<file path="config.mk">
export PLATFORM = sky130hd
export DESIGN_NAME = gpio_in_capture
export DESIGN_NICKNAME = d
export VERILOG_FILES = /design/src/rtl/gpio_pkg.sv /design/src/rtl/gpio_debounce_bit.sv /design/src/rtl/gpio_in_capture.sv
export SDC_FILE = /design/constraint.sdc
export NUM_CORES = 1
export LEC_CHECK = 0
export BUFFER_PORTS_ARGS = -buffer_cell sky130_fd_sc_hd__buf_2
export CORE_MARGIN = 2
export CORE_UTILIZATION = 26
export DETAILED_ROUTE_END_ITERATION = 7
export SLEW_MARGIN = 20
export SYNTH_ARGS = -nofsm -noshare
export SYNTH_HDL_FRONTEND = slang
export SYNTH_SLANG_ARGS = --single-unit
export TNS_END_PERCENT = 1
</file>
<file path="constraint.sdc">
create_clock -name i_clk -period 1.8 [get_ports i_clk]
set_input_delay 0.45 -clock i_clk [delete_from_list [all_inputs] [get_ports i_clk]]
set_output_delay 0.45 -clock i_clk [all_outputs]
set_load 0.1 [all_outputs]
</file>
<file path="src/rtl/gpio_pkg.sv">
// Shared GPIO definitions: default pin count and counter sizing helper.
// Used by both the GPIO output/direction block and the input capture path.
package gpio_pkg;

  localparam int GPIO_WIDTH = 32;

  // Bits needed to count 0..n-1, never less than one bit.
  function automatic int cnt_width(input int n);
    if (n <= 1) begin
      return 1;
    end
    return $clog2(n);
  endfunction

endpackage

</file>
<file path="src/rtl/gpio_debounce_bit.sv">
// One pin: synchroniser chain, debounce counter and stable level flop.
// update_o pulses in the cycle whose edge will load a new stable level.
module gpio_debounce_bit
  import gpio_pkg::*;
#(
  parameter int SYNC_STAGES     = 2,
  parameter int DEBOUNCE_CYCLES = 4
) (
  input  logic clk_i,
  input  logic rst_ni,
  input  logic pin_i,
  output logic stable_o,
  output logic update_o,
  output logic new_level_o
);

  localparam int                CNT_W    = cnt_width(DEBOUNCE_CYCLES);
  localparam logic [CNT_W-1:0]  CNT_LAST = CNT_W'(DEBOUNCE_CYCLES - 1);

  logic [SYNC_STAGES-1:0] sync_q;
  logic                   sync_lvl;
  logic [CNT_W-1:0]       cnt_q, cnt_d;
  logic                   stable_q, stable_d;
  logic                   update;

  assign sync_lvl = sync_q[SYNC_STAGES-1];

  always_ff @(posedge clk_i or negedge rst_ni) begin
    if (!rst_ni) begin
      sync_q <= '0;
    end else begin
      sync_q <= {sync_q[SYNC_STAGES-2:0], pin_i};
    end
  end

  // Any cycle where the synchronised level agrees with the stable level
  // restarts the count, so short glitches never accumulate.
  always_comb begin
    cnt_d    = cnt_q;
    stable_d = stable_q;
    update   = 1'b0;
    if (sync_lvl == stable_q) begin
      cnt_d = '0;
    end else if (cnt_q == CNT_LAST) begin
      stable_d = sync_lvl;
      cnt_d    = '0;
      update   = 1'b1;
    end else begin
      cnt_d = cnt_q + CNT_W'(1);
    end
  end

  always_ff @(posedge clk_i or negedge rst_ni) begin
    if (!rst_ni) begin
      cnt_q    <= '0;
      stable_q <= 1'b0;
    end else begin
      cnt_q    <= cnt_d;
      stable_q <= stable_d;
    end
  end

  assign stable_o    = stable_q;
  assign update_o    = update;
  assign new_level_o = sync_lvl;

endmodule

</file>
<file path="src/rtl/gpio_in_capture.sv">
// GPIO input conditioning: per-pin synchronise/debounce, edge status with
// write-1-to-clear, and a registered level interrupt from enabled status.
module gpio_in_capture
  import gpio_pkg::*;
#(
  parameter int WIDTH           = GPIO_WIDTH,
  parameter int SYNC_STAGES     = 2,
  parameter int DEBOUNCE_CYCLES = 4
) (
  input  logic             i_clk,
  input  logic             i_rst_n,
  input  logic [WIDTH-1:0] i_PIN,
  input  logic [WIDTH-1:0] i_RISE,
  input  logic [WIDTH-1:0] i_FALL,
  input  logic [WIDTH-1:0] i_IE,
  input  logic [WIDTH-1:0] i_CLR,
  input  logic             i_WEC,
  output logic [WIDTH-1:0] o_DIN,
  output logic [WIDTH-1:0] o_STAT,
  output logic             o_IRQ
);

  logic [WIDTH-1:0] din;
  logic [WIDTH-1:0] upd;
  logic [WIDTH-1:0] new_lvl;
  logic [WIDTH-1:0] rise;
  logic [WIDTH-1:0] fall;
  logic [WIDTH-1:0] clr_mask;
  logic [WIDTH-1:0] stat_q, stat_d;
  logic             irq_q, irq_d;

  generate
    for (genvar gi = 0; gi < WIDTH; gi++) begin : g_bit
      gpio_debounce_bit #(
        .SYNC_STAGES    (SYNC_STAGES),
        .DEBOUNCE_CYCLES(DEBOUNCE_CYCLES)
      ) u_deb (
        .clk_i      (i_clk),
        .rst_ni     (i_rst_n),
        .pin_i      (i_PIN[gi]),
        .stable_o   (din[gi]),
        .update_o   (upd[gi]),
        .new_level_o(new_lvl[gi])
      );
    end
  endgenerate

  // Set terms are ORed after the clear, so a same-cycle set wins.
  always_comb begin
    clr_mask = i_WEC ? i_CLR : '0;
    rise     = upd & new_lvl;
    fall     = upd & ~new_lvl;
    stat_d   = (stat_q & ~clr_mask) | (rise & i_RISE) | (fall & i_FALL);
    irq_d    = |(stat_q & i_IE);
  end

  always_ff @(posedge i_clk or negedge i_rst_n) begin
    if (!i_rst_n) begin
      stat_q <= '0;
      irq_q  <= 1'b0;
    end else begin
      stat_q <= stat_d;
      irq_q  <= irq_d;
    end
  end

  assign o_DIN  = din;
  assign o_STAT = stat_q;
  assign o_IRQ  = irq_q;

endmodule

</file>
### Word level (Yosys, flattened, before mapping)

Cells that the tools add are included.

| cells by class | value |
|---|---|
| bitwise logic cells | 42 |
| $add $sub $neg | 32 |
| magnitude comparators | 0 |
| divide/modulo/power cells | 0 |
| shift operators | 0 |
| reduce and logical (&&, ||, !) cells | 33 |
| mux-type cells | 129 |
| $mul | 0 |
| equal/unequal tests | 64 |

Operator list:

| operator | number |
|---|---|
| bitwise AND 32 bit | 6 |
| 2-to-1 mux 2 bit | 64 |
| adder 2 x 1 -> 2 bit (second input constant) | 32 |
| equality test 2 bit (second input constant) | 32 |
| 2-to-1 mux 1 bit | 64 |
| NOT 32 bit | 2 |
| bitwise OR 32 bit | 2 |
| AND reduction 2 bit | 32 |
| equality test 1 bit | 32 |
| 2-to-1 mux 32 bit | 1 |
| NOT 1 bit | 32 |
| OR reduction 32 bit | 1 |

| word-level totals | value |
|---|---|
| word-level logic and storage cells | 398 |
| memories | 0 |
| register bits | 193 |
| memory bits (read-only) | 0 |
| input port bits | 163 |
| latch bits | 0 |
| RAM bits | 0 |

### Depth between registers and ports, before layout

Gate-level depths: netlist of run 1.

| logic depth | value |
|---|---|
| depth in word-level cells | 7 |
| mapped depth | 3 |
| depth with buffers taken out | 3 |

### Hierarchy

From an unflattened synthesis of run 1, not the netlist that was laid out.

| second synthesis, totals | value |
|---|---|
| cells, all modules | 505 |
| area, all modules | 7607.3 µm² |

Modules (own cells, without submodules):

| module | sequential area each (µm²) | instances | area each (µm²) | cells an instance |
|---|---|---|---|---|
| gpio_debounce_bit | 125.1 | 32 | 182.7 | 11 |
| gpio_in_capture | 825.8 | 1 | 1761.7 | 153 |

### Worst setup path after synthesis of run 1

Ideal clock, no wire load.

| path | value |
|---|---|
| kind | reg2reg |
| start point | register stat_q[20] (netlist: o_STAT[20]) |
| end point | register irq_q (netlist: o_IRQ) |
| slack | 0.036 ns |
| library setup time | 0.138 ns |
| period minus slack after synthesis | 1.764 ns |
| buffers on the path | 0 |
| data arrival time | 1.626 ns |
| stages on the path, launching flop included | 4 |
| cell sequence | dfrtp_1 -> a22oi_1 -> nand4_1 -> or4_1 |

| between the ends | value |
|---|---|
| cells in the longest elaborated chain, start to end | 2 |

RTL lines:

| element | RTL line | RTL |
|---|---|---|
| start: declaration | gpio_in_capture.sv:29 | `logic [WIDTH-1:0] stat_q, stat_d;` |
| start signal: assignment | gpio_in_capture.sv:62 | `stat_q <= stat_d;` |
| bitwise AND 32 bit | gpio_in_capture.sv:54 | `irq_d = \|(stat_q & i_IE);` |
| OR reduction 32 bit | gpio_in_capture.sv:54 |  |
| net irq_d | gpio_in_capture.sv:30 | `logic irq_q, irq_d;` |
| end signal: assignment | gpio_in_capture.sv:63 | `irq_q <= irq_d;` |
| end: declaration | gpio_in_capture.sv:30 |  |

The timed path passes the listed nets, and every way through them passes these cells.
A chain may end at the register's enable or synchronous reset.

### Final worst setup path of run 1

| path | value |
|---|---|
| start point | register g_bit[10].u_deb.stable_q |
| end point | output o_DIN[10] |

RTL lines:

| element | RTL line | RTL |
|---|---|---|
| start: declaration | gpio_debounce_bit.sv:23 | `logic stable_q, stable_d;` |
| start signal: assignment | gpio_debounce_bit.sv:59 | `stable_q <= stable_d;` |
| end: declaration | gpio_in_capture.sv:18 | `output logic [WIDTH-1:0] o_DIN,` |

No word-level cell between the ends.

==> results.tsv, run 1 <==
stage	metric	value	unit
finish	fill_cells	2897	
clock_tree	cts-buffers-inserted	17	
critical_path	start_kind	flip-flop	
timing	tightestPinTransition	0.5249	ns
finish	fin_util	33.87	%
drt	wl_per_cell	13.67	microns
critical_path	cpLargestDelayFamily	buffers and inverters	
synthesis	yosys_register_bits	193	
clock_tree	cts_root_buffer	clkbuf_16	
placement	gp_congestion	0.7816	
synthesis	synth_cell_type_count	20	
run	cap_violations	0	
grt	gr-total-overflow	0	
grt	antenna_found_initial	3	
floorplan	io_pins	228	
clock_tree	cts_buffer_depth	2	
synthesis	synthCells	569	
critical_path	crit_fanout	5	
timing	fmax	573.3	MHz
finish	layout_common_cells	dfrtp_1 (193), buf_2 (192), nand2_1 (64)	
critical_path	r2r_cells	3	
drt	wl	16290	microns
placement	numPortBuffers	227	
status	status	finished clean	
drt	vias	5061	
timing	worst_slack	0.05565	ns
synthesis	ys_seq_area_share	63.80	%
finish	register_area	4830	sq um
drt	antenna_left	0	
clock_tree	cts.clk_slew.worst_paths	0.07	ns
grt	grt_pass1_vias	5050	
drt	first_pass_iters	4	
floorplan	rows	62	
critical_path	crit_cells	1	
synthesis	avgSynthCellArea	13.30	sq um
finish	num-nets-final	987	
clock_tree	cts_setup_buffers	0	
drt	first_iter_violations	138	
floorplan	die_x	174.6	microns
floorplan	start_util	26.37	%
min_path	hold_depth	1	
power	power.density	1801	nW/um^2
finish	final_common_cell	dfrtp_1	
critical_path	critPathCaptureType	output pin	
finish	multi_input_area	2494	sq um
grt	grt.total_usage	11.10	%
placement	pre_cts_slack	-0.08422	ns
finish	layout-drive-gt1-share	37.76	%
critical_path	critical_path_required	1.35	ns
timing	post-route-min-period	1.744	ns
power	peakVddDrop	1.086	mV
timing	drv_slew	0	
power	p_leak	0.004673	uW
timing	fin_crit_sh	96.91	%
grt	grt_max_degree	55	
clock_tree	clock-sinks	193	
timing	finClkSkew	0.01014	ns
floorplan	design.die.area	30500	sq um
timing	setup-violations-final	0	
critical_path	criticalPathCategory	reg -> out	
timing	relSlewSlack	65.25	%
drt	via_per_inst	4.246	
critical_path	worstPathArrival	1.29	ns
placement	dp_hpwl	12170	microns
timing	rsz0062_at_grt	false	
clock_tree	htreeDepth	4	
finish	area_delta_synth_final	28.41	%
timing	hold_violations	0	
floorplan	core-area	28700	sq um
min_path	hold_class	in -> reg	
floorplan	die_h	174.6	microns
synthesis	yosysWarnings	0	
grt	grt_pass1_wl	26250	microns
critical_path	crit_chain	buf_2	
critical_path	path_buf_inv	1	
clock_tree	clock_latency	0.42	ns
clock_tree	cts_tree	done	
critical_path	crit_path_top_delay_cell	buf_2	
synthesis	syn_area	7570	sq um
drt	route.detailed.drc	0	
synthesis	synth_nets	764	
critical_path	cpPeakStageDelay	0.46	ns
==> report_power, final <==
group	internal [uW]	switching (uW)	total, uW	leakage [uW]
registers	5530	967	6500	0.00240
logic	2100	5400	7500	0.00202
clock network	1800	1710	3510	0.000246
==> cell families after synthesis <==
logic type	share of synthesized area, %
DFF	63.80
and+or+nand+nor	11.57
AOI/OAI and AO/OA	7.554
buffers and inverters	3.322
xor gates and xnor gates	3.702
muxes	4.760
adders and majority gates	5.289
==> sequential cells by signal, indices dropped and copies added (netlist names) <==
name                  cells
g_bit.u_deb.sync_q       64
o_STAT                   32
o_IRQ                     1
g_bit.u_deb.stable_o     32
g_bit.u_deb.cnt_q        64
==> metrics by stage <==
stage,hold WS (ns),setup TNS (ns),area [sq um],instances,power (uW)
floorplan,0.1544,0,7570,569,12890
global placement,0.3313,-0.06172,9079,1156,13860
detailed placement,0.3347,-0.08422,9079,1156,13990
CTS,0.09344,0,9641,1189,17660
global route,0.09607,0,9718,1191,18580
finish,0.1259,0,9721,1192,17510
==> cell type report <==
class,instances,area share (%)
Sequential cell,193,49.68
Multi-Input combinational cell,341,25.65
Timing Repair Buffer,239,14.12
Tap cell,384,4.943
Clock buffer,19,4.454
Clock inverter,13,1.068
Antenna cell,3,0.07723
==> final timing paths <==
path / start / to / slack, ns
worst min-delay path: i_PIN[18] / g_bit[18].u_deb.sync_q[0] / 0.13
max in group asynchronous: i_rst_n / g_bit[30].u_deb.sync_q[1] / 0.73
worst min register to register: g_bit[13].u_deb.sync_q[0] / g_bit[13].u_deb.sync_q[1] / 0.35
worst max register to register: o_STAT[20] / o_IRQ / 0.24
min in group asynchronous: i_rst_n / g_bit[24].u_deb.cnt_q[0] / 0.48
worst max-delay path: g_bit[10].u_deb.stable_o / o_DIN[10] / 0.06
==> metal layers <==
layer | vias to the layer above | GRT usage (%) | wire (microns)
met5 | - | 0 | 0
met4 | 0 | 3.785 | 227
met3 | 13 | 3.177 | 976
met2 | 124 | 18.04 | 7804
met1 | 2492 | 14.24 | 7285
li1 | 2432 | - | -
==> timing repair <==
action / 4_1_cts / 5_1_grt
hold buffers: 1 / 0
pin swaps: 0 / 0
gates resized for setup: 6 / 28
endpoints found under the hold margin: 24 / 0
endpoints found under the setup margin: 6 / 28
==> Yosys cell counts <==
cell type | number | area [sq um]
or4_1 | 1 | 7.510
a22oi_1 | 14 | 105.1
nand4_1 | 4 | 25.02
a22oi_2 | 2 | 25.02
nor2b_1 | 31 | 193.9
xor2_1 | 1 | 8.760
a22o_1 | 31 | 271.5
nand2_1 | 64 | 240.2
nor3b_1 | 1 | 7.510
o21ai_0 | 32 | 160.2
buf_4 | 32 | 240.2
dfrtp_1 | 193 | 4830
a22o_2 | 1 | 10.01
nand3b_1 | 32 | 240.2
and2_1 | 1 | 6.260
nor3_1 | 31 | 155.2
ha_1 | 32 | 400.4
mux2_2 | 32 | 360.4
clkbuf_1 | 3 | 11.26
xnor2_1 | 31 | 271.5
Note: power is estimated with default switching activity, not from simulation.
==> run 2: changes to the inputs <==
--- a/config.mk
+++ b/config.mk
@@ -8,6 +8,7 @@
 export BUFFER_PORTS_ARGS = -buffer_cell sky130_fd_sc_hd__buf_2
 export CORE_MARGIN = 2
 export CORE_UTILIZATION = 26
+export CTS_CLUSTER_SIZE = 16
 export DETAILED_ROUTE_END_ITERATION = 7
 export SLEW_MARGIN = 20
 export SYNTH_ARGS = -nofsm -noshare
==> constraint.sdc (replaced) <==
create_clock -name i_clk -period 2.1 [get_ports i_clk]
set_input_delay 0.525 -clock i_clk [delete_from_list [all_inputs] [get_ports i_clk]]
set_output_delay 0.525 -clock i_clk [all_outputs]
set_load 0.1 [all_outputs]
==> results.tsv, run 2 (same netlist as run 1, synthesis figures left out) <==
stage	metric	value	unit	change
drt	first_pass_iters	6		+2
placement	numPortBuffers	227		unchanged
drt	antenna_left	0		unchanged
clock_tree	cts_root_buffer	clkbuf_16		
placement	dp.cells	1153		-0.26%
floorplan	die_h	174.6	microns	unchanged
power	power.density	1560	nW/um^2	-13%
timing	fin_crit_sh	90.27	%	
clock_tree	cts-buffers-inserted	17		unchanged
grt	gr-total-overflow	0		unchanged
timing	whs	0.2035	ns	+0.07763 ns
timing	final.setup.tns	0	ns	unchanged
grt	antenna_found_initial	1		-2
floorplan	die_x	174.6	microns	unchanged
critical_path	start_kind	flip-flop		
grt	grt_pass1_wl	26130	microns	-0.47%
drt	first_iter_violations	204		+48%
grt	grt_pass1_vias	5157		+2.1%
power	p_leak	0.004673	uW	about the same
drt	wl_per_cell	13.71	microns	+0.30%
critical_path	criticalPathCategory	reg -> out		
placement	pre_cts_slack	0.2490	ns	+0.3332 ns
finish	fin_cells	1187		-0.42%
finish	layout-drive-gt1-share	37.53	%	-0.23 points
power	power_frac_clock	21.4	%	+1.4 points
finish	reg.largest.list	g_bit.u_deb.cnt_q: 64 flops, g_bit.u_deb.sync_q: 64 flops		
critical_path	critPathCaptureType	output pin		
power	comb_power_share	41.6	%	-1.2 points
clock_tree	clock_latency	0.42	ns	about the same
status	status	finished clean		
critical_path	critical_path_required	1.57	ns	+0.22 ns
placement	gp_congestion	0.7496		-4.1%
finish	fill_cells	2909		+0.41%
clock_tree	cts_tree	done		
grt	grt.total_usage	11.02	%	-0.081 points
power	power_frac_seq	37.0	%	about the same
drt	route.detailed.drc	0		unchanged
critical_path	crit_fanout	2		-3
placement	dp_hpwl	12260	microns	+0.69%
timing	drv_slew	0		unchanged
clock_tree	cts_buffer_depth	2		unchanged
finish	fin_util	33.61	%	-0.25 points
min_path	hold_class	in -> reg		
floorplan	start_util	26.37	%	unchanged
timing	finClkSkew	0.009979	ns	-0.0001635 ns
timing	worst_slack	0.2043	ns	+0.1487 ns
drt	vias	4936		-2.5%
timing	post-route-min-period	1.896	ns	
timing	fmax	527.5	MHz	
floorplan	io_pins	228		unchanged
power	swShare	46.03	%	-0.10 points
critical_path	worstPathArrival	1.37	ns	+0.08 ns
timing	relSlewSlack	64.34	%	-0.91 points
power	switching_power	6931	uW	-14%
run	cap_violations	0		unchanged
floorplan	design.die.area	30500	sq um	unchanged
clock_tree	htreeDepth	4		unchanged
timing	setup-violations-final	0		unchanged
finish	num-nets-final	984		-0.30%
timing	tightestPinTransition	0.5386	ns	+0.01372 ns
finish	final_common_cell	buf_2		
clock_tree	postCtsResizedCells	0		-6
drt	via_per_inst	4.158		-2.1%
finish	layout_common_cells	buf_2 (226), dfrtp_1 (193), nand2_1 (64)		
power	peakVddDrop	0.9211	mV	-15%
floorplan	core-area	28700	sq um	unchanged
timing	hold_violations	0		unchanged
clock_tree	clock-sinks	193		unchanged
floorplan	rows	62		unchanged
power	p_int	8125	uW	-14%
timing	rsz0062_at_grt	false		
clock_tree	cts.clk_slew.worst_paths	0.08	ns	about the same
drt	wl	16280	microns	-0.12%
clock_tree	cts_setup_buffers	0		unchanged
finish	area_delta_synth_final	27.45	%	
grt	grt_max_degree	66		+20%
-- run 2: changes by cell type in the layout (fill, tap and decap cells not counted), sizes merged --
cell      before  now
bufinv         0    1
clkbuf        47   21
buf          210  234
diode          3    1
clkinvlp       6    4
-- run 2: what timing repair did --
action / 4_1_cts / 5_1_grt
endpoints found under the setup margin: 0 / 0
hold endpoints to repair: 14 / 0
hold buffers: 1 / 0
-- run 2: worst max-delay path: stages, from the launching register on --
cell and delay, ns:
dfrtp_1 0.38, buf_4 0.14, buf_2 0.42
-- run 2: final timing paths --
kind	startpoint	end	slack, ns	cells after the start
min in group asynchronous	i_rst_n	g_bit[24].u_deb.cnt_q[1]	0.52	2
max	o_STAT[3]	o_STAT[3]	0.20	2
min	i_PIN[18]	g_bit[18].u_deb.sync_q[0]	0.20	1
max reg2reg	o_STAT[9]	o_IRQ	0.51	3
min reg2reg	g_bit[26].u_deb.sync_q[0]	g_bit[26].u_deb.sync_q[1]	0.34	0
max in group asynchronous	i_rst_n	g_bit[14].u_deb.cnt_q[0]	0.99	3
-- run 2: per-stage QoR --
step | cell area [sq um] | power, uW
5_1_grt | 9646 | 15970
2_1_floorplan | 7570 | 11050
4_1_cts | 9646 | 15330
3_3_place_gp | 9054 | 11860
6_report | 9648 | 15060
3_5_place_dp | 9054 | 12000
-- run 2: power groups by stage --
stage | registers [uW] | logic (uW) | clock network (uW)
after global routing | 5750 | 6690 | 3540
after floorplan | 6530 | 4520 | 0
after CTS | 5590 | 6360 | 3380
after global placement | 5610 | 6250 | 0
final | 5570 | 6260 | 3220
after detailed placement | 5660 | 6340 | 0
-- run 2: area by class of cell --
class / instances / area [sq um] / share of cell area [%]
diodes: 1 / 2.502 / 0.02594
clock buffers: 20 / 456.7 / 4.733
well taps: 384 / 480.5 / 4.980
clock inverters: 12 / 125.1 / 1.297
flip-flops and latches: 193 / 4830 / 50.06
repair buffers: 236 / 1265 / 13.11
multi-input cells: 341 / 2489 / 25.79
-- run 2: per-layer routing --
metal / vias to the layer above / share of wire (%) / track usage [%]
met2: 122 / 47 / 17.77
li1: 2413 / - / -
met5: - / 0 / 0
met4: 0 / 1.4 / 3.681
met3: 13 / 4.7 / 2.698
met1: 2388 / 47 / 14.56
